==> src/rtl/alarm_if.sv <==
`default_nettype none
// ============================================================================
// Module  : alarm_if
// Brief   : Zone/temperature inputs and indicator outputs of alarm_controller.
// Rev     : 1.0
// ============================================================================
interface alarm_if;
    logic [3:0] state;
    logic       temp_delta_sign;
    logic [5:0] temp_delta;
    logic [3:0] temp_delta_frac;
    logic       ack;
    logic       led_normal;
    logic       led_border;
    logic       led_attn;
    logic       led_emerg;
    logic       buzzer;
    logic       alarm_latched;
    logic [9:0] peak_rise;

    modport master (
        output state, temp_delta_sign, temp_delta, temp_delta_frac, ack,
        input  led_normal, led_border, led_attn, led_emerg,
        input  buzzer, alarm_latched, peak_rise
    );

    modport slave (
        input  state, temp_delta_sign, temp_delta, temp_delta_frac, ack,
        output led_normal, led_border, led_attn, led_emerg,
        output buzzer, alarm_latched, peak_rise
    );
endinterface
`default_nettype wire

==> src/rtl/alarm_controller.sv <==
`default_nettype none
// ============================================================================
// Module  : alarm_controller
// Brief   : Zone indicator FSM with blinking LEDs, mutable buzzer, peak rise.
// Rev     : 1.0
// ============================================================================
module alarm_controller #(
    parameter int BLINK_DIV     = 25000000,
    parameter int SILENCE_TICKS = 8
) (
    input  logic    clk,
    input  logic    rst,
    alarm_if.slave  bus
);
    localparam int CNT_W = (BLINK_DIV > 1) ? $clog2(BLINK_DIV) : 1;
    localparam int SIL_W = (SILENCE_TICKS > 0) ? $clog2(SILENCE_TICKS + 1) : 1;
    localparam logic [CNT_W-1:0] CNT_MAX = CNT_W'(BLINK_DIV - 1);
    localparam logic [SIL_W-1:0] SIL_TOP = SIL_W'(SILENCE_TICKS);

    typedef enum logic [2:0] {
        RUN_NORMAL   = 3'd0,
        RUN_BORDER   = 3'd1,
        RUN_ATTN     = 3'd2,
        ALARM_SOUND  = 3'd3,
        ALARM_SILENT = 3'd4
    } fsm_t;

    fsm_t             r_fsm;
    fsm_t             w_fsm_next;
    logic [CNT_W-1:0] r_cnt;
    logic             r_phase;
    logic             w_wrap;
    logic             w_phase_next;
    logic [SIL_W-1:0] r_sil;
    logic [SIL_W-1:0] w_sil_next;
    logic [9:0]       w_rise;

    assign w_wrap       = (r_cnt == CNT_MAX);
    assign w_phase_next = r_phase ^ w_wrap;
    assign w_rise       = {bus.temp_delta, bus.temp_delta_frac};

    always_comb begin
        w_fsm_next = r_fsm;
        w_sil_next = r_sil;
        case (r_fsm)
            RUN_NORMAL, RUN_BORDER, RUN_ATTN: begin
                w_sil_next = '0;
                case (bus.state)
                    4'd0:    w_fsm_next = RUN_NORMAL;
                    4'd1:    w_fsm_next = RUN_BORDER;
                    4'd2:    w_fsm_next = RUN_ATTN;
                    default: w_fsm_next = ALARM_SOUND;
                endcase
            end
            ALARM_SOUND: begin
                if (bus.ack) begin
                    w_fsm_next = ALARM_SILENT;
                    w_sil_next = '0;
                end
            end
            ALARM_SILENT: begin
                // An acknowledge restarts the mute even on a wrap cycle.
                if (bus.ack) begin
                    w_sil_next = '0;
                end else if (w_wrap) begin
                    if (r_sil + SIL_W'(1) == SIL_TOP) begin
                        w_fsm_next = ALARM_SOUND;
                        w_sil_next = '0;
                    end else begin
                        w_sil_next = r_sil + SIL_W'(1);
                    end
                end
            end
            default: begin
                w_fsm_next = RUN_NORMAL;
                w_sil_next = '0;
            end
        endcase
    end

    // Outputs are registered from the next-state values so they track the
    // inputs sampled on the same edge.
    always_ff @(posedge clk) begin
        if (rst) begin
            r_fsm             <= RUN_NORMAL;
            r_cnt             <= '0;
            r_phase           <= 1'b0;
            r_sil             <= '0;
            bus.peak_rise     <= '0;
            bus.led_normal    <= 1'b1;
            bus.led_border    <= 1'b0;
            bus.led_attn      <= 1'b0;
            bus.led_emerg     <= 1'b0;
            bus.buzzer        <= 1'b0;
            bus.alarm_latched <= 1'b0;
        end else begin
            r_fsm   <= w_fsm_next;
            r_cnt   <= w_wrap ? '0 : r_cnt + CNT_W'(1);
            r_phase <= w_phase_next;
            r_sil   <= w_sil_next;
            if (!bus.temp_delta_sign && (w_rise > bus.peak_rise)) begin
                bus.peak_rise <= w_rise;
            end
            bus.led_normal    <= (w_fsm_next == RUN_NORMAL);
            bus.led_border    <= (w_fsm_next == RUN_BORDER);
            bus.led_attn      <= (w_fsm_next == RUN_ATTN) & w_phase_next;
            bus.led_emerg     <= (w_fsm_next == ALARM_SOUND) ||
                                 (w_fsm_next == ALARM_SILENT);
            bus.buzzer        <= (w_fsm_next == ALARM_SOUND) & w_phase_next;
            bus.alarm_latched <= bus.alarm_latched | (w_fsm_next == ALARM_SOUND);
        end
    end
endmodule
`default_nettype wire

==> src/flat_wrapper.sv <==
// flat-port wrapper written by rule: the top's interface ports become plain ports
module alarm_controller_flat 
#(
    parameter int BLINK_DIV     = 25000000,
    parameter int SILENCE_TICKS = 8
)
  (clk, rst, bus_state, bus_temp_delta_sign, bus_temp_delta, bus_temp_delta_frac, bus_ack, bus_led_normal, bus_led_border, bus_led_attn, bus_led_emerg, bus_buzzer, bus_alarm_latched, bus_peak_rise);
  alarm_if bus_i ();
  input  logic clk;
  input  logic rst;
  input wire logic [$bits(bus_i.state)-1:0] bus_state;
  input wire logic [$bits(bus_i.temp_delta_sign)-1:0] bus_temp_delta_sign;
  input wire logic [$bits(bus_i.temp_delta)-1:0] bus_temp_delta;
  input wire logic [$bits(bus_i.temp_delta_frac)-1:0] bus_temp_delta_frac;
  input wire logic [$bits(bus_i.ack)-1:0] bus_ack;
  output wire logic [$bits(bus_i.led_normal)-1:0] bus_led_normal;
  output wire logic [$bits(bus_i.led_border)-1:0] bus_led_border;
  output wire logic [$bits(bus_i.led_attn)-1:0] bus_led_attn;
  output wire logic [$bits(bus_i.led_emerg)-1:0] bus_led_emerg;
  output wire logic [$bits(bus_i.buzzer)-1:0] bus_buzzer;
  output wire logic [$bits(bus_i.alarm_latched)-1:0] bus_alarm_latched;
  output wire logic [$bits(bus_i.peak_rise)-1:0] bus_peak_rise;
  assign bus_i.state = bus_state;
  assign bus_i.temp_delta_sign = bus_temp_delta_sign;
  assign bus_i.temp_delta = bus_temp_delta;
  assign bus_i.temp_delta_frac = bus_temp_delta_frac;
  assign bus_i.ack = bus_ack;
  assign bus_led_normal = bus_i.led_normal;
  assign bus_led_border = bus_i.led_border;
  assign bus_led_attn = bus_i.led_attn;
  assign bus_led_emerg = bus_i.led_emerg;
  assign bus_buzzer = bus_i.buzzer;
  assign bus_alarm_latched = bus_i.alarm_latched;
  assign bus_peak_rise = bus_i.peak_rise;
  alarm_controller #(.BLINK_DIV(BLINK_DIV), .SILENCE_TICKS(SILENCE_TICKS)) u_core (.clk(clk), .rst(rst), .bus(bus_i));
endmodule
==> config.mk <==
export PLATFORM = sky130hd
export DESIGN_NAME = alarm_controller_flat
export DESIGN_NICKNAME = d
export VERILOG_FILES = /design/src/rtl/alarm_if.sv /design/src/rtl/alarm_controller.sv /design/src/flat_wrapper.sv
export SDC_FILE = /design/constraint.sdc
export NUM_CORES = 1
export LEC_CHECK = 0
export BUFFER_PORTS_ARGS = -buffer_cell sky130_fd_sc_hd__buf_4
export CAP_MARGIN = 10
export CELL_PAD_IN_SITES_DETAIL_PLACEMENT = 1
export CELL_PAD_IN_SITES_GLOBAL_PLACEMENT = 1
export CORE_MARGIN = 2
export CORE_UTILIZATION = 32
export CTS_CLUSTER_DIAMETER = 60
export DETAILED_ROUTE_END_ITERATION = 7
export PLACE_DENSITY = 0.72
export SLEW_MARGIN = 20
export SYNTH_ARGS = -nofsm -noshare
export SYNTH_HDL_FRONTEND = slang
export SYNTH_SLANG_ARGS = --single-unit
==> constraint.sdc <==
create_clock -name clk -period 1.84 [get_ports clk]
set_input_delay 0.184 -clock clk [delete_from_list [all_inputs] [get_ports clk]]
set_output_delay 0.184 -clock clk [all_outputs]
set_load 0.02 [all_outputs]
# Word level (Yosys, flattened, before mapping)
# Cells that the tools add are included.
[word_totals] ff_bits=49 in_bits=18 output_inout_bits=16 wordCells=52
[op_classes] addsub=2 order_cmp=1 eq_ne=14 muxes=11 n_bitwise=4 n_reduce_logical=9
[op_table] operator="$add 25x1->25 const B" n=1
[op_table] operator="$eq 25x25->1 const B" n=1
[op_table] operator="$mux 4" n=4
[op_table] operator="$eq 3x2->1 const B" n=4
[op_table] operator="$mux 3" n=4
[op_table] operator="$gt 10x10->1" n=1
[op_table] operator="$pmux 3 s3" n=1
[op_table] operator="$pmux 4 s2" n=1
[op_table] operator="$eq 3x1->1 const B" n=2
[op_table] operator="$eq 3x3->1 const B" n=2
[op_table] operator="$logic_not 3->1" n=2
[op_table] operator="$pmux 2 s3" n=1
[op_table] operator="$add 4x1->4 const B" n=1
[op_table] operator="$eq 4x1->1 const B" n=1
[op_table] operator="$eq 4x2->1 const B" n=1
[op_table] operator="$eq 4x4->1 const B" n=1
[op_table] operator="$logic_not 4->1" n=1
[op_table] operator="$ne 3x2->1 const B" n=1
[op_table] operator="$reduce_or 3->1" n=1
[op_table] operator="$and 1x1->1" n=2
[op_table] operator="$ne 2x2->1 const B" n=1
[op_table] operator="$reduce_and 2->1" n=1
[op_table] operator="$reduce_or 2->1" n=1
[op_table] operator="$logic_and 1x1->1" n=1
[op_table] operator="other kinds (4)" n=4

# Logic depth before layout (Yosys ltp)
[depth] depth_word=8 depth_mapped=8 mapped_depth_nobuf=7

# Worst setup path after synthesis
# Ideal clock, no wire load.
[synth_timing] kind="flip-flop to flip-flop" startpoint="register u_core.bus.peak_rise[8]" endpoint="register u_core.bus.peak_rise[0]" setup_ns=0.120 t_arrival_ns=1.904 required_time_ns=1.720 setup_slack_ns=-0.183 stages_incl_launch_ff=9 n_path_buf=1 period_less_slack_ns=2.023 path_cell_list="dfxtp_1 -> inv_1 -> ha_1 -> or4_1 -> a221oi_2 -> o221ai_1 -> o311a_1 -> buf_6 -> mux2i_1"
[synth_between] elab_chain_cells=2
[synth_rtl] item="start, declared" line_no="alarm_if.sv:30" text="output buzzer, alarm_latched, peak_rise"
[synth_rtl] item="start signal, assigned" line_no="alarm_controller.sv:102" text="bus.peak_rise <= w_rise;"
[synth_rtl] item="$gt 10x10->1" line_no="alarm_controller.sv:101" text="if (!bus.temp_delta_sign && (w_rise > bus.peak_rise)) begin"
[synth_rtl] item="$logic_and 1x1->1" line_no="alarm_controller.sv:101"
# No other way between the ends.
# A chain may end at the register's enable or synchronous reset.

# Final worst setup path
[layout_timing] startpoint="register u_core.bus.peak_rise[5]" endpoint="register u_core.bus.peak_rise[3]"
# Same word-level chain as after synthesis.

==> impl_metrics.py <==
metrics = {
    "clocking": {
        "clock_latency_ps": 310,
        "cts_buffers": 5,
        "cts-hold-fix-buffers": 0,
        "root_buffer": "clkbuf_8",
        "clk_pin_slew_ps": 100,
        "cts_buffer_depth": 2,
        "cts.sinks": 49,
        "h-tree-depth": 2,
        "cts_tree": "yes",
    },
    "drt": {
        "wire_per_inst_um": 13.7,
        "ant_nets": 0,
        "drt_first_iter_violations": 53,
        "drt-vias-per-instance": 4.92,
        "vias": 2204,
        "drc": 0,
        "firstDrtPassIters": 4,
        "drt_wl_total_um": 6140,
    },
    "timing": {
        "drv_slew": 0,
        "worstMarginPinSlew_ps": 413,
        "finalHoldViolCount": 0,
        "period_share_pct": 108,
        "slew_headroom_pct": 72.4,
        "setup_viol": 10,
        "grt_setup_unrepaired": "yes",
        "period_minus_slack_ps": 1990,
        "setup_slack_ps": -145,
        "timing.fmax_mhz": 504,
        "fin_worst_skew_ps": 11.9,
    },
    "global_route": {
        "grt_util_all_layers_pct": 14.7,
        "grt.overflow.total": 0,
        "antenna_found_initial": 0,
        "grt_max_degree": 43,
        "grt_pass1_vias": 2249,
        "grt_pass1_wl_um": 10300,
    },
    "floorplanning": {
        "fp.dieW_um": 93.0,
        "ios": 34,
        "dieArea_sq_um": 8650,
        "start_util_pct": 33.0,
        "num_rows": 32,
        "die_y_um": 93.0,
        "core-area_sq_um": 7690,
    },
    "cells_and_area": {
        "nNetsFinal": 376,
        "area_delta_synth_final_pct": 32.0,
        "num-fill-cells": 921,
        "drive_gt1_share_pct": 28.3,
        "num_antenna_cells": 0,
        "fin_cells": 448,
    },
    "outcome": {
        "status": "complete, but fails checks",
        "violations": "setup timing",
    },
    "placed_design": {
        "pre_cts_ws_ps": -101,
        "routabilityCongestion": 0.758,
        "hpwl_um": 4290,
        "io_buffers": 33,
        "post-place-cells": 436,
    },
    "hold_path": {
        "hold_path_class": "input pin to flop",
    },
    "critical_path": {
        "cp-end-kind": "flop",
        "critPathRequiredTime_ps": 2050,
        "crit_type": "flop to flop",
        "crit_path_max_fanout": 5,
        "worst_setup_path_start_kind": "flop",
        "crit_arrival_ps": 2200,
    },
    "synth": {
        "synth_top_flop_cell": "dfxtp_1",
        "syn_nets": 317,
        "synth_edf_count": 0,
        "async_flop_share_pct": 0,
        "synth.distinct_cells": 47,
        "netlist_top_cells_area": "dfxtp_1 (39%), ha_1 (6.4%), nor2_1 (6.4%)",
        "yosys_warnings": 0,
        "ys_seq_area_share_pct": 38.7,
        "synth_top_area_share_pct": 38.7,
        "yosys.area.top_type": "dfxtp_1",
        "netlist_instances": 286,
        "postSynthAreaPerCell_sq_um": 8.86,
        "syn-cell-area_sq_um": 2530,
        "synth-seq-cells": 49,
    },
    "power": {
        "peakVddDrop_mv": 0.363,
        "power.leakage_nw": 1.32,
        "power-per-cell-area_nw_per_um2": 724,
    },
    "flow_run": {
        "cap_violations": 0,
    },
}
==> cell type report <==
cell class	instances	area, sq um	share of cell area (%)
tap	102	128	3.81
clock inverter	2	38.8	1.16
inverter	14	52.6	1.57
clock buffer	6	93.8	2.80
multi-input combinational	214	1570	46.9
timing repair buffer	61	469	14.0
sequential	49	995	29.7
==> worst max-delay path: stages (launching register included) <==
cell      delay [ps]
dfxtp_4          360
inv_2             40
ha_4             150
or4_4            540
a221oi_4         240
o221ai_2         140
o311a_1          150
buf_6            150
mux2i_1          120
==> worst paths after layout <==
| path | start | endpoint | slack [ps] | depth (start not counted) |
|---|---|---|---|---|
| worst max register to register | u_core.bus.peak_rise[5] | u_core.bus.peak_rise[3] | -150 | 8 |
| worst max-delay path | u_core.bus.peak_rise[5] | u_core.bus.peak_rise[3] | -150 | 8 |
| worst min register to register | u_core.bus.peak_rise[0] | u_core.bus.peak_rise[0] | 510 | 2 |
| worst min-delay path | bus_temp_delta_frac[1] | u_core.bus.peak_rise[1] | 140 | 3 |
==> registers in the layout, indices dropped and copies added (netlist names) <==
register	count
u_core.r_sil	4
u_core.bus.led_border	1
u_core.r_cnt	25
u_core.bus.alarm_latched	1
u_core.r_phase	1
u_core.bus.peak_rise	10
u_core.bus.led_attn	1
u_core.bus.buzzer	1
u_core.bus.led_normal	1
u_core.bus.led_emerg	1
u_core.r_fsm	3
==> per-layer routing <==
metal | global-route usage, % | wire length [um] | vias to the layer above
met5 | 0 | 0 | -
met4 | 4.78 | 113 | 0
met2 | 25.2 | 3080 | 30
li1 | - | - | 1117
met3 | 3.06 | 180 | 10
met1 | 18.5 | 2770 | 1047
==> report_power, final <==
part	switching (mW)	internal [mW]
Sequential	0.0261	1.10
Clock	0.396	0.493
Combinational	0.210	0.197
Total	0.632	1.79
==> Yosys cell counts (all sizes together), types with 6 or more instances <==
library cell   n
xor2          12
mux2i         10
nor4           6
nor3           8
dfxtp         49
nand4         10
ha            13
nand2         15
xnor2         12
nand2b        22
nand3         12
inv           14
nor2          43
==> metrics by stage <==
stage / power (mW) / area (sq um) / TNS [ps] / utilization (%) / hold WS, ps
after detailed placement: 1.54 / 3070 / -922 / 39.9 / 473
final: 2.42 / 3350 / -1380 / 43.5 / 138
after global placement: 1.53 / 3070 / -510 / 39.9 / 463
after floorplan: 1.38 / 2570 / -405 / - / 328
after global routing: 2.54 / 3350 / -2230 / 43.5 / 143
after CTS: 2.44 / 3220 / -883 / 41.9 / 133
==> layout by cell type, fill, tap and decap left out, types with 3 or more instances in the layout <==
cell type	Yosys	final
buf_4	3	58
dfxtp_1	49	44
nor2_1	43	42
nand2b_1	22	22
nand2_1	15	14
inv_1	14	12
xnor2_1	12	12
xor2_1	12	12
nand3_1	11	11
nand4_1	10	10
mux2i_1	10	10
ha_1	13	10
nor3_1	7	7
clkbuf_8	0	5
o211ai_1	4	4
nor4_2	0	4
and4_1	3	3
and3_1	3	3
a21oi_1	3	3
o31ai_1	3	3
nor4b_2	1	3
buf_6	1	3
dfxtp_4	0	3
==> cell families (layout without fill, tap and decap cells) <==
family / Yosys count / count (layout) / share of synthesized area, %
mux: 10 / 10 / 3.95
xor+xnor: 24 / 24 / 8.29
fa+ha+maj: 13 / 13 / 6.42
buf+inv: 23 / 83 / 4.19
compound gates: 27 / 27 / 8.54
simple gates: 140 / 140 / 29.9
flops: 49 / 49 / 38.7
==> repair_timing <==
item | 4_1_cts | 5_1_grt
gates resized for setup | 3 | 17
endpoints found under the setup margin | 10 | 41
pin swaps | 1 | 5
buffers inserted | 0 | 4
Power figures use the tool's default switching activity.
